--- config.mk ---
export PLATFORM = sky130hd
export DESIGN_NAME = fetch_unit_flat
export DESIGN_NICKNAME = d
export VERILOG_FILES = /design/src/rtl/fetch_unit_if.sv /design/src/rtl/fetch_unit.sv /design/src/flat_wrapper.sv
export SDC_FILE = /design/constraint.sdc
export NUM_CORES = 1
export LEC_CHECK = 0
export ABC_AREA = 1
export BUFFER_PORTS_ARGS = -buffer_cell sky130_fd_sc_hd__buf_2
export CAP_MARGIN = 0
export CORE_AREA = 2 2 125 97
export DETAILED_ROUTE_END_ITERATION = 6
export DIE_AREA = 0 0 127 99
export PLACE_DENSITY_LB_ADDON = 0.3
export SKIP_LAST_GASP = 1
export SLEW_MARGIN = 20
export SYNTH_ARGS = -nofsm -noshare
export SYNTH_HDL_FRONTEND = slang
export SYNTH_SLANG_ARGS = --single-unit
--- constraint.sdc ---
create_clock -name clk -period 3.6 [get_ports clk]
set_input_delay 0.18 -clock clk [delete_from_list [all_inputs] [get_ports clk]]
set_output_delay 0.18 -clock clk [all_outputs]
set_load 0.01 [all_outputs]
--- src/rtl/fetch_unit_if.sv ---
// Fetch-stage bus bundle: instruction-memory port, execute redirect, decode output slot and trap report.
// master = fetch_unit, slave = memory/execute/decode side.
interface fetch_unit_if #(
    parameter int XLEN = 32
);
    logic [XLEN-1:0] imem_addr;
    logic [XLEN-1:0] imem_rdata;
    logic            redirect_valid;
    logic [XLEN-1:0] redirect_target;
    logic            out_valid;
    logic            out_ready;
    logic [XLEN-1:0] out_instr;
    logic [XLEN-1:0] out_pc;
    logic            trap;
    logic [XLEN-1:0] trap_pc;

    modport master (
        output imem_addr,
        input  imem_rdata,
        input  redirect_valid,
        input  redirect_target,
        output out_valid,
        input  out_ready,
        output out_instr,
        output out_pc,
        output trap,
        output trap_pc
    );

    modport slave (
        input  imem_addr,
        output imem_rdata,
        output redirect_valid,
        output redirect_target,
        input  out_valid,
        output out_ready,
        input  out_instr,
        input  out_pc,
        input  trap,
        input  trap_pc
    );
endinterface

--- src/rtl/fetch_unit.sv ---
// Instruction-fetch stage: owns the PC, registers fetched words for decode, traps on misaligned redirects.
// Optional macro FETCH_PERF_EN adds perf_fetched / perf_stall counters.
//
// state | meaning
// BOOT  | one idle cycle after reset release while the memory settles
// FETCH | normal fetch, redirect and stall handling
// TRAP  | misaligned redirect seen; frozen until reset
module fetch_unit #(
    parameter int              XLEN         = 32,
    parameter logic [XLEN-1:0] RESET_VECTOR = '0
) (
    input  logic          clk,
    input  logic          rst,
    fetch_unit_if.master  bus
`ifdef FETCH_PERF_EN
    ,
    output logic [31:0]   perf_fetched,
    output logic [31:0]   perf_stall
`endif
);

    typedef enum logic [1:0] {
        S_BOOT  = 2'd0,
        S_FETCH = 2'd1,
        S_TRAP  = 2'd2
    } state_t;

    state_t          state_q, state_d;
    logic [XLEN-1:0] pc_q, pc_d;
    logic            valid_q, valid_d;
    logic [XLEN-1:0] instr_q, instr_d;
    logic [XLEN-1:0] opc_q, opc_d;
    logic            trap_q, trap_d;
    logic [XLEN-1:0] tpc_q, tpc_d;

    always_ff @(posedge clk or negedge rst) begin
        if (!rst) begin
            state_q <= S_BOOT;
            pc_q    <= RESET_VECTOR;
            valid_q <= 1'b0;
            instr_q <= '0;
            opc_q   <= '0;
            trap_q  <= 1'b0;
            tpc_q   <= '0;
        end else begin
            state_q <= state_d;
            pc_q    <= pc_d;
            valid_q <= valid_d;
            instr_q <= instr_d;
            opc_q   <= opc_d;
            trap_q  <= trap_d;
            tpc_q   <= tpc_d;
        end
    end

    always_comb begin
        state_d = state_q;
        pc_d    = pc_q;
        valid_d = valid_q;
        instr_d = instr_q;
        opc_d   = opc_q;
        trap_d  = trap_q;
        tpc_d   = tpc_q;
        case (state_q)
            S_BOOT: state_d = S_FETCH;
            S_FETCH: begin
                // Redirect beats both capture and stall; the slot is flushed even under backpressure.
                if (bus.redirect_valid) begin
                    valid_d = 1'b0;
                    if (bus.redirect_target[1:0] == 2'b00) begin
                        pc_d = bus.redirect_target;
                    end else begin
                        state_d = S_TRAP;
                        trap_d  = 1'b1;
                        tpc_d   = bus.redirect_target;
                    end
                end else if (!valid_q || bus.out_ready) begin
                    instr_d = bus.imem_rdata;
                    opc_d   = pc_q;
                    valid_d = 1'b1;
                    pc_d    = pc_q + XLEN'(4);
                end
            end
            S_TRAP:  valid_d = 1'b0;
            default: state_d = S_BOOT;
        endcase
    end

    assign bus.imem_addr = pc_q;
    assign bus.out_valid = valid_q;
    assign bus.out_instr = instr_q;
    assign bus.out_pc    = opc_q;
    assign bus.trap      = trap_q;
    assign bus.trap_pc   = tpc_q;

`ifdef FETCH_PERF_EN
    logic        in_fetch;
    logic        take;
    logic        stall;
    logic [31:0] fetched_q, stall_q;

    assign in_fetch = (state_q == S_FETCH) && !bus.redirect_valid;
    assign take     = in_fetch && (!valid_q || bus.out_ready);
    assign stall    = in_fetch && valid_q && !bus.out_ready;

    always_ff @(posedge clk or negedge rst) begin
        if (!rst) begin
            fetched_q <= '0;
            stall_q   <= '0;
        end else begin
            if (take)  fetched_q <= fetched_q + 32'd1;
            if (stall) stall_q   <= stall_q + 32'd1;
        end
    end

    assign perf_fetched = fetched_q;
    assign perf_stall   = stall_q;
`endif

endmodule

--- src/flat_wrapper.sv ---
// flat-port wrapper written by rule: the top's interface ports become plain ports
module fetch_unit_flat 
#(
    parameter int              XLEN         = 32,
    parameter logic [XLEN-1:0] RESET_VECTOR = '0
)
  (clk, rst, bus_imem_addr, bus_imem_rdata, bus_redirect_valid, bus_redirect_target, bus_out_valid, bus_out_ready, bus_out_instr, bus_out_pc, bus_trap, bus_trap_pc);
  fetch_unit_if #(.XLEN(XLEN)) bus_i ();
  input  logic clk;
  input  logic rst;
  output wire logic [$bits(bus_i.imem_addr)-1:0] bus_imem_addr;
  input wire logic [$bits(bus_i.imem_rdata)-1:0] bus_imem_rdata;
  input wire logic [$bits(bus_i.redirect_valid)-1:0] bus_redirect_valid;
  input wire logic [$bits(bus_i.redirect_target)-1:0] bus_redirect_target;
  output wire logic [$bits(bus_i.out_valid)-1:0] bus_out_valid;
  input wire logic [$bits(bus_i.out_ready)-1:0] bus_out_ready;
  output wire logic [$bits(bus_i.out_instr)-1:0] bus_out_instr;
  output wire logic [$bits(bus_i.out_pc)-1:0] bus_out_pc;
  output wire logic [$bits(bus_i.trap)-1:0] bus_trap;
  output wire logic [$bits(bus_i.trap_pc)-1:0] bus_trap_pc;
  assign bus_imem_addr = bus_i.imem_addr;
  assign bus_i.imem_rdata = bus_imem_rdata;
  assign bus_i.redirect_valid = bus_redirect_valid;
  assign bus_i.redirect_target = bus_redirect_target;
  assign bus_out_valid = bus_i.out_valid;
  assign bus_i.out_ready = bus_out_ready;
  assign bus_out_instr = bus_i.out_instr;
  assign bus_out_pc = bus_i.out_pc;
  assign bus_trap = bus_i.trap;
  assign bus_trap_pc = bus_i.trap_pc;
  fetch_unit #(.XLEN(XLEN), .RESET_VECTOR(RESET_VECTOR)) u_core (.clk(clk), .rst(rst), .bus(bus_i));
endmodule
# After elaboration in Yosys (flattened, before gate mapping)
# Index checks and enable logic that the tools add are counted.
# totals
ff_bits,132
inputBits,68
word_cells,37
# op_classes
n_addsub,1
n_eq_ne,6
n_mux,9
bitwise_logic,3
n_reduce_logical,11
# op_table
operator,n
$mux 32,3
$add 32x3->32 const B,1
$reduce_and 3->1,4
$pmux 2 s3,1
$logic_not 2->1,2
$mux 2,2
$ne 2x2->1 const B,2
$reduce_bool 2->1,2
$ne 3x2->1 const B,1
$not 1->1,3
$eq 2x1->1 const B,1
$eq 2x2->1 const B,1
$mux 1,2
$ne 2x1->1 const B,1
$pmux 1 s2,1
$reduce_and 2->1,1
$logic_not 1->1,1
$logic_or 1x1->1,1

# Depth between registers and ports, before layout
# depth
word_depth,5
depth_mapped,10

# Least setup slack after synthesis
# No wires, ideal clock.
# synth_timing
path_type,reg2reg
from,reg u_core.pc_q[3] (netlist: u_core.bus.imem_addr[3])
to,reg u_core.pc_q[26] (netlist: u_core.bus.imem_addr[26])
arrival_time_ns,1.417
required_ns,3.483
path_slack_ns,2.066
path_stages_with_launch,11
n_path_buf,0
path_cell_list,dfrtp_1 > ha_1 > nand2_1 > nor2_2 > nand2_2 > nor2_2 > nand2_1 > nand2_1 > nand3_1 > nand2_1 > nand2_1
# synth_via
elab_chain_len,3
# synth_lines
element,line_no,text
start: declaration,fetch_unit.sv:29,"logic [XLEN-1:0] pc_q, pc_d;"
start signal: assignment,fetch_unit.sv:47,pc_q <= pc_d;
$add 32x3->32,fetch_unit.sv:81,pc_d = pc_q + XLEN'(4);
$mux 32,fetch_unit.sv:77,end else if (!valid_q || bus.out_ready) begin
$mux 32,fetch_unit.sv:68,if (bus.redirect_valid) begin
# Every way passes these cells. The select of a mux whose other input is x is not followed.
# A chain may end at the register's enable or synchronous reset.

# Worst setup path after layout
# layout_timing
from,reg u_core.state_q[1]
to,reg u_core.opc_q[30] (netlist: u_core.bus.out_pc[30])
# layout_via
elab_chain_len,2
# layout_lines
element,line_no,text
start: declaration,fetch_unit.sv:28,"state_t state_q, state_d;"
start signal: assignment,fetch_unit.sv:46,state_q <= state_d;
$eq 2x1->1,fetch_unit.sv:64,case (state_q)
$reduce_and 3->1 (no source line),--,
end signal: assignment,fetch_unit.sv:50,opc_q <= opc_d;
end: declaration,fetch_unit.sv:32,"logic [XLEN-1:0] opc_q, opc_d;"
# Every way passes these cells.

==> metrics.md <==
| Metric | Value |
|---|---|
| Global-route wire length before repair | about 29 mm |
| Worst Skew | 0.00813 ns |
| Via Count | 5965 |
| Synth area leader | dfrtp_1 |
| Clk root buf | clkbuf_16 |
| Pre-Repair DR Iteration Count | 5 |
| Die width | about 130 µm |
| Port-buffer cells | ~200 |
| Simple-gate share of the synthesized area | about 28% |
| Synthesized instance count | 780 |
| Max_slew headroom | between 40% and 50% |
| ANT nets after route | 0 |
| Via density | 5.11 |
| Maximum VDD drop | about 0.43 mV |
| Post-Syn Area per Cell | around 7.8 µm² |
| Die Y | between 90 and 100 µm |
| Commonest non-fill, non-tap cell in the layout | nand2_1 |
| DRC viols | 0 |
| Share of layout cells above drive strength 1 | between 20 and 25% |
| Final setup vio count | 0 |
| Clock buffer depth | 2 |
| Num rows | 34 |
| Clock slew seen by the registers of the worst setup and hold paths | approximately 0.060 ns |
| Seq/Total Area, Yosys | roughly 54% |
| CTS Sinks | 132 |
| Largest net degree at the start of global routing | between 80 and 90 |
| Crit end category | register |
| Compound-Gate Fraction of Synth Area | 9.76% |
| Die area | 12600 µm² |
| Utilization after layout | 72.1% |
| Max-slew violations | 0 |
| Post-synthesis xor/xnor area fraction | 0% |
| Gpl congestion | a little over 0.9 |
| Slew @ Worst Pin | just under 0.8 ns |
| Power density cells | approximately 900 nW/µm² |
| Tot Pwr | 7.27 mW |
| Vias in the first global route | 5575 |
| F_max | 408 MHz |
| Period utilisation layout | about two thirds |
| Fin nets | ~1100 |
| Num CTS Buffers | 17 |
| Adder-cell area share of the yosys netlist | less than 1% |
| Yosys top cell area share | around 54% |
| CTS tree | yes |
| TNS Setup | 0 ns |
| Initial antenna violation count | 0 |
| Iter 0 DRT Violations | about 500 |
| Unrepaired setup endpoints after global routing | no |
| Largest cells by area after synthesis | dfrtp_1 54%, nand2_1 20%, inv_1 4.3% |
| Mapped cell area | 6080 µm² |
| Critical Path Source Type | register |
| Post-CTS Setup Repair Bufs | 0 |
| Multiplexer share of the synthesized area | 0% |
| WHS | 0.00389 ns |
| Area grow syn2layout | 34.2% |
| Crit Path Max Fanout | 50 |
| Initial Util | 53.7% |
| Min Tclk post-route | about 2.5 ns |
| Ant diodes | 0 |
| CP Data Required Time | 3.89 ns |
| Largest family of logic cells by synthesized area | simple AND/OR/NAND/NOR gates |
| Outcome | finished clean |
| Lkg Pwr | between 4 and 5 nW |
| H-tree Lvls | 4 |
| YS warnings | 0 |
| Post-cts resize count | 0 |
| GR Overflow Total | 0 |
| IO Count | 198 |
| Maxcap violations | 0 |
| Commonest cells after routing, fill and taps aside | 331 x nand2_1, 196 x buf_2, 132 x dfrtp_1, 69 x inv_1, 49 x o21ai_0 |
| Final hold viol count | 0 |
| CP Class | reg2reg |
| Clk_lat worst skew | approximately 0.42 ns |
| Post-DP HPWL | around 12 mm |
| Core box area | 11300 µm² |
| # fillers | roughly 920 |
| Seq cells post-synth | around 130 |
| Critical path data arrival time | about 2.7 ns |
| Post-synth cell types | 29 |
| Hold Path Class | in2reg |
| Drt total wl | between 15 and 20 mm |
| Mapped Nets | between 800 and 900 |
| Wire per inst | between 15 and 20 µm |
| Total track usage | about 30% |
-- cell type report --
cell class / count / area (µm²) / share of cell area, %
multi-input cells: 545 / 2360 / 29.0
clock buffers: 18 / 429 / 5.26
flip-flops and latches: 132 / 3300 / 40.5
well taps: 144 / 180 / 2.21
repair buffers: 244 / 1450 / 17.7
clock inverters: 13 / 161 / 1.98
inverters: 72 / 273 / 3.34
-- synthesized netlist by cell type, drive strengths merged --
cell,number
a22o,1
a21oi,29
nand2,333
nor2,50
or2,1
nand3b,1
a211oi,1
a31oi,1
o21ai,78
nor3,2
o22ai,2
dfrtp,132
clkbuf,16
buf,15
ha,4
a21boi,1
nand4,1
inv,72
nand3,35
and2,3
a22oi,2
-- state kept, by name, indices dropped and copies added, names as in the netlist --
name	cells
u_core.bus.trap	1
u_core.bus.imem_addr	32
u_core.bus.trap_pc	32
u_core.bus.out_valid	1
u_core.bus.out_pc	32
u_core.state_q	2
u_core.bus.out_instr	32
-- where the power goes --
group,leakage (nW),internal [mW],switching (mW),total [mW]
logic,2.52,1.04,1.77,2.81
registers,1.63,2.18,0.538,2.71
clock network,0.278,1.08,0.658,1.74
-- worst paths after layout --
| kind | slack [ns] | to | from | cells after the start |
|---|---|---|---|---|
| min | 0.004 | u_core.bus.trap_pc[7]$_DFFE_PN0P_ | bus_redirect_target[7] | 3 |
| min in group asynchronous | 0.38 | u_core.bus.trap_pc[30]$_DFFE_PN0P_ | rst | 2 |
| max reg2reg | 1.15 | u_core.bus.out_pc[30]$_DFFE_PN0P_ | u_core.state_q[1]$_DFFE_PN0P_ | 8 |
| max | 1.15 | u_core.bus.out_pc[30]$_DFFE_PN0P_ | u_core.state_q[1]$_DFFE_PN0P_ | 8 |
| min reg2reg | 0.47 | u_core.bus.trap_pc[0]$_DFFE_PN0P_ | u_core.bus.trap_pc[0]$_DFFE_PN0P_ | 2 |
| max in group asynchronous | 2.35 | u_core.bus.out_instr[31]$_DFFE_PN0P_ | rst | 3 |
-- cells by family after synthesis --
family | after synthesis
AOI/OAI and AO/OA | 115
DFF | 132
buffers and inverters | 103
and+or+nand+nor | 426
adders and majority gates | 4
-- what timing repair did --
action / CTS / global route
hold buffers: 41 / 0
endpoints found under the setup margin: 0 / 0
hold endpoints to repair: 121 / 0
-- critical path, stage by stage (launching register included) --
cell     delay, ns
dfrtp_1       0.38
inv_1         0.11
ha_1          0.22
nand2_2       0.11
nor2_8        0.50
inv_2         0.47
buf_4         0.35
nand2_1       0.09
o21ai_1       0.07
-- metrics by stage --
step                      std cells  cell area [µm²]  worst slack (ns)
after floorplan                 780             6080              2.07
after global placement         1096             7160              1.11
after detailed placement       1096             7160              1.07
after CTS                      1168             8160              1.12
after global routing           1168             8160             0.909
final                          1168             8160              1.15
-- per-layer routing --
layer | track usage [%] | routed length [µm]
met4 | 9.81 | 326
met2 | 45.2 | 8250
met3 | 6.03 | 1320
met1 | 42.2 | 8000
met5 | 0 | 0
Note: power is estimated with default switching activity, not from simulation.
